`src/rtl/axis_spi_arbiter.sv`:
```
// Round-robin arbiter sharing one SPI master between NUM_REQ AXIS requesters, with watchdog.
// Define SPI_ARB_STATS_EN to enable the stat_xfers/stat_timeouts counters.
module axis_spi_arbiter #(
  parameter int unsigned             NUM_REQ      = 4,
  parameter int unsigned             DATA_WIDTH   = 32,
  parameter int unsigned             TIMEOUT      = 4096,
  parameter logic [DATA_WIDTH-1:0]   INVALID_DATA = 32'hcccccccc
) (
  input  logic                          clk,
  input  logic                          rst,
  input  logic [NUM_REQ*DATA_WIDTH-1:0] s_req_data,
  input  logic [NUM_REQ-1:0]            s_req_valid,
  output logic [NUM_REQ-1:0]            s_req_ready,
  output logic [DATA_WIDTH-1:0]         s_rsp_data,
  output logic [NUM_REQ-1:0]            s_rsp_valid,
  input  logic [NUM_REQ-1:0]            s_rsp_ready,
  output logic [DATA_WIDTH-1:0]         m_tx_data,
  output logic                          m_tx_valid,
  input  logic                          m_tx_ready,
  input  logic [DATA_WIDTH-1:0]         m_rx_data,
  input  logic                          m_done_valid,
  output logic                          m_done_ready,
  output logic                          busy,
  output logic                          err_timeout,
  output logic [31:0]                   stat_xfers,
  output logic [15:0]                   stat_timeouts
);

  localparam int unsigned GntW = (NUM_REQ > 1) ? $clog2(NUM_REQ) : 1;
  localparam int unsigned WdW  = $clog2(TIMEOUT);

  typedef enum logic [1:0] {StIdle, StIssue, StWait, StResp} state_e;

  state_e                state_q, state_d;
  logic [GntW-1:0]       ptr_q, ptr_d;
  logic [GntW-1:0]       gnt_q, gnt_d;
  logic [DATA_WIDTH-1:0] data_q, data_d;
  logic [DATA_WIDTH-1:0] rsp_q, rsp_d;
  logic [WdW-1:0]        wd_q, wd_d;
  logic                  err_q, err_d;

  logic                  hit;
  logic [GntW-1:0]       hit_idx;
  logic [GntW-1:0]       cand;
  logic                  wd_last;
  logic                  rsp_hs;
  logic                  timeout_evt;
  logic [DATA_WIDTH-1:0] req_words [NUM_REQ];

  for (genvar i = 0; i < NUM_REQ; i++) begin : g_unpack
    assign req_words[i] = s_req_data[i*DATA_WIDTH +: DATA_WIDTH];
  end

  // First valid requester at or after ptr_q, wrapping.
  always_comb begin
    hit     = 1'b0;
    hit_idx = '0;
    cand    = '0;
    for (int unsigned i = 0; i < NUM_REQ; i++) begin
      cand = GntW'((32'(ptr_q) + i) % NUM_REQ);
      if (!hit && s_req_valid[cand]) begin
        hit     = 1'b1;
        hit_idx = cand;
      end
    end
  end

  assign wd_last     = (wd_q == WdW'(TIMEOUT - 1));
  assign rsp_hs      = (state_q == StResp) && s_rsp_ready[gnt_q];
  assign timeout_evt = (state_q == StWait) && !m_done_valid && wd_last;

  always_ff @(posedge clk) begin
    if (rst) state_q <= StIdle;
    else     state_q <= state_d;
  end

  always_comb begin
    state_d = state_q;
    case (state_q)
      StIdle:  if (hit) state_d = StIssue;
      StIssue: if (m_tx_ready) state_d = StWait;
      StWait:  if (m_done_valid || wd_last) state_d = StResp;
      StResp:  if (rsp_hs) state_d = StIdle;
      default: state_d = StIdle;
    endcase
  end

  always_comb begin
    s_req_ready  = '0;
    s_rsp_valid  = '0;
    m_tx_valid   = 1'b0;
    m_done_ready = 1'b0;
    busy         = (state_q != StIdle);
    case (state_q)
      StIdle: begin
        m_done_ready = 1'b1;
        if (hit) s_req_ready[hit_idx] = 1'b1;
      end
      StIssue: m_tx_valid = 1'b1;
      StWait:  m_done_ready = 1'b1;
      StResp:  s_rsp_valid[gnt_q] = 1'b1;
      default: ;
    endcase
  end

  always_comb begin
    ptr_d  = ptr_q;
    gnt_d  = gnt_q;
    data_d = data_q;
    rsp_d  = rsp_q;
    wd_d   = wd_q;
    err_d  = err_q;
    case (state_q)
      StIdle: if (hit) begin
        gnt_d  = hit_idx;
        data_d = req_words[hit_idx];
      end
      StIssue: if (m_tx_ready) wd_d = '0;
      StWait: begin
        wd_d = wd_q + WdW'(1);
        // A done arriving on the last watchdog cycle still wins.
        if (m_done_valid) begin
          rsp_d = m_rx_data;
        end else if (wd_last) begin
          rsp_d = INVALID_DATA;
          err_d = 1'b1;
        end
      end
      StResp: if (rsp_hs) ptr_d = GntW'((32'(gnt_q) + 1) % NUM_REQ);
      default: ;
    endcase
  end

  always_ff @(posedge clk) begin
    if (rst) begin
      ptr_q  <= '0;
      gnt_q  <= '0;
      data_q <= '0;
      rsp_q  <= '0;
      wd_q   <= '0;
      err_q  <= 1'b0;
    end else begin
      ptr_q  <= ptr_d;
      gnt_q  <= gnt_d;
      data_q <= data_d;
      rsp_q  <= rsp_d;
      wd_q   <= wd_d;
      err_q  <= err_d;
    end
  end

  assign m_tx_data   = data_q;
  assign s_rsp_data  = rsp_q;
  assign err_timeout = err_q;

`ifdef SPI_ARB_STATS_EN
  logic [31:0] xfers_q;
  logic [15:0] tos_q;

  always_ff @(posedge clk) begin
    if (rst) begin
      xfers_q <= '0;
      tos_q   <= '0;
    end else begin
      if (rsp_hs) xfers_q <= xfers_q + 32'd1;
      if (timeout_evt && (tos_q != 16'hffff)) tos_q <= tos_q + 16'd1;
    end
  end

  assign stat_xfers    = xfers_q;
  assign stat_timeouts = tos_q;
`else
  assign stat_xfers    = '0;
  assign stat_timeouts = '0;
`endif

endmodule

```
`config.mk`:
```
export PLATFORM = sky130hd
export DESIGN_NAME = axis_spi_arbiter
export DESIGN_NICKNAME = d
export VERILOG_FILES = /design/src/rtl/axis_spi_arbiter.sv
export SDC_FILE = /design/constraint.sdc
export NUM_CORES = 1
export LEC_CHECK = 0
export ABC_AREA = 1
export CAP_MARGIN = 0
export CORE_MARGIN = 1.5
export CORE_UTILIZATION = 40
export CTS_BUF_LIST = sky130_fd_sc_hd__clkbuf_8
export CTS_CLUSTER_DIAMETER = 120
export DETAILED_ROUTE_END_ITERATION = 16
export PLACE_DENSITY = 0.83
export SLEW_MARGIN = 20
export SYNTH_ARGS = -nofsm -noshare
export SYNTH_HDL_FRONTEND = slang
export SYNTH_SLANG_ARGS = --single-unit
export TNS_END_PERCENT = 50
```
`constraint.sdc`:
```
create_clock -name clk -period 3.1 [get_ports clk]
set_input_delay 0.93 -clock clk [delete_from_list [all_inputs] [get_ports clk]]
set_output_delay 0.93 -clock clk [all_outputs]
set_load 0.1 [all_outputs]
```
==> run summary <==
Layout fillers -> 1,180
DP Area -> 7750 um^2
First-pass GRT wire length -> 26.9 mm
DR DRC count -> 0
Diodes inserted -> 0
Synth cell types -> 34
Top FF cell, synth -> dfxtp_1
Setup Viol. Count Final -> 1
Synthesis-stage register bit count -> 83
Cell taking the most area after synthesis -> dfxtp_1
Setup TNS -> -0.0101 ns
Max incr delay on CP -> 0.19 ns
Crit-path slowest cell -> nand3_4
Hold endpoint -> s_rsp_data[20]$_SDFFE_PP0P_
Reg2Reg Depth -> 11
Most used cell, CP -> nand2_4
RSZ-0062 raised after global routing -> yes
Critical path endpoint category -> output port
Max VDD drop -> 677 uV
FF-to-FF setup slack -> 0.96 ns
Share of cells above drive strength 1 -> 17.5%
TritonCTS Buffers -> 9
Post-route cell area -> 8140 um^2
FF/Latch Area -> 1660 um^2
Final Hold Viols -> 0
Width of the die -> 118 um
Most common cell after layout, fill and taps aside -> nand2_1
Peak Freq -> 322 MHz
Slew headroom -> 62.7%
Min Tclk post-route -> 3.11 ns
CP Launch Type -> input port
Reg clk slew, reported paths -> 0.08 ns
Reg-to-reg endpoint -> wd_q[11]$_SDFFE_PP0P_
Cell count after synthesis -> 837
Status -> complete, but fails checks
Initial Utilization -> 41.4%
Critical path data required time -> 2.17 ns
Worst hold path startpoint -> s_rsp_data[20]$_SDFFE_PP0P_
PnR Total Power -> 7.85 mW
Failing checks -> negative setup slack
Core box area -> 12,800 um^2
Slew Limit Fails -> 0
Total GRT Usage -> 24.0%
Worst setup margin -> -0.0101 ns
CTS root buf -> clkbuf_8
# clock sinks -> 83
Gp weighted congestion -> 0.869
CTS tree -> built
Final #Nets -> 1,266
H-tree depth -> 3
Critical path start-end classification -> input port to output port
TritonRoute pass-1 iters -> 4
PwrDens -> 964 nW/um^2
Die height -> 118 um
Iteration-0 DRC Markers -> 339
DP Cell Count -> 1,240
Max-cap violations -> 0
Worst setup path start -> s_req_valid[1]
Vias post-DR -> 5,905
Mux cell area share after synthesis -> 0%
Post-synth ARST share -> 0%
Largest family of logic cells by synthesized area -> simple AND/OR/NAND/NOR gates
Clk_lat worst skew -> 0.36 ns
Vias in the first global route -> 5,488
Post-Synth Simple-Gate Area -> 44.2%
GRT overflow -> 0
Synth Area in Adders -> 2.13%
Syn_area_per_cell -> 6.32 um^2
Crit path arrival time -> 2.18 ns
Post-synth EDFFs -> 0
Area growth from synthesis to layout -> 53.8%
Worst Tran Pin Value -> 0.560 ns
Number of port buffers -> 247
Mapped cell area -> 5290 um^2
Synth Warn # -> 0
Number of nets with antenna violations after routing -> 0
Worst hold path type -> flop to flop
Multi-input logic area -> 3180 um^2
Largest net degree at the start of global routing -> 49
Synth area leaders -> dfxtp_1 (31%), nand2_1 (17%), nor2_1 (13%)
Wire per inst -> 13.5 um
Clk buf depth -> 2
Filler-free cell count of the finished design -> 1,262
Final period util -> 100%
R2r startpoint -> state_q[0]$_SDFFE_PP0P_
Most frequent cells in the layout -> nand2_1 (219), nor2_1 (175), clkdlybuf4s50_1 (166)
CP max FO -> 5
Worst-path cell chain -> buf_12, inv_12, nand2_4, nand2_4, nand2_4, nand2_4, nand4_1, nand3_4, buf_6, nand2_4, nor2_4, buf_12
Overall die area -> 13,900 um^2
XOR/XNOR Fraction of Synth Area -> 0.166%
Placed wire-length estimate -> 12.7 mm
Initial antenna violation count -> 0
Via/cell ratio -> 4.68
Seq/Total Area, Yosys -> 31.4%
Row count -> 41
Worst Hold Depth -> 2
Share of the synthesized area in the top cell type -> 31.4%
Compound-Gate Fraction of Synth Area -> 7.17%
Io pins -> 296
Static leakage -> 3.87 nW
Drt total wl -> 17.1 mm
Post-Route Skew -> 0.0125 ns
Pre-CTS setup slack -> -0.498 ns
critical path, delay by kind of cell:
kind	cells	cell delay [ns]
simple gates	8	0.78
buf+inv	4	0.46
report_power, final:
| group | leakage (nW) | internal [mW] | switching [mW] | total [mW] |
|---|---|---|---|---|
| logic | 3.08 | 1.46 | 4.00 | 5.47 |
| clock network | 0.110 | 0.460 | 0.430 | 0.890 |
| registers | 0.681 | 1.34 | 0.157 | 1.49 |
flip-flops by register name, summed over array words and instances (netlist names):
name         cells
err_timeout      1
gnt_q            2
m_tx_data       32
ptr_q            2
s_rsp_data      32
state_q          2
wd_q            12
per-stage QoR:
step	utilization (%)	hold slack, ns
after CTS	62.9	0.469
final	63.7	0.465
after detailed placement	60.7	0.455
after global routing	63.7	0.486
after floorplan	-	0.435
after global placement	60.7	0.450
cell usage after synthesis (7+ instances only):
cell,count
nand3_1,95
buf_4,62
nand2_1,239
nor2_1,180
inv_1,43
o21ai_0,26
ha_1,9
nand2_4,7
dfxtp_1,83
a21oi_1,29
clkbuf_1,10
buf_2,10
what timing repair did:
item	4_1_cts	5_1_grt
pin swaps	15	8
gates cloned	0	0
resized for setup	28	25
setup buffers	6	2
setup endpoints to repair	4	4
hold buffers	0	0
metal layers:
layer	wire length (um)	GRT usage [%]	vias up	share of wire (%)
met1	6910	27.9	2642	40
met5	0	0	-	0
met3	1220	6.35	15	7.1
li1	-	-	3028	-
met2	8730	42.7	220	51
met4	238	7.55	0	1.4
area by class of cell:
type	instances	area share (%)
multi-input cells	665	39.1
repair buffers	277	32.3
flip-flops and latches	83	20.4
inverters	49	2.72
well taps	172	2.64
clock buffers	9	1.52
clock inverters	7	1.21
worst max path at each step:
stage,to
final,s_req_ready[2]
after global routing,s_req_ready[2]
after CTS,s_req_ready[3]
after global placement,s_req_ready[2]
after floorplan,s_req_ready[3]
after detailed placement,s_req_ready[0]
cell families after synthesis:
logic type | after synthesis
compound gates | 66
simple gates | 541
other cells | 1
buf+inv | 136
flops | 83
xor+xnor | 1
fa+ha+maj | 9
No activity file was read; power rests on OpenSTA's default activity.
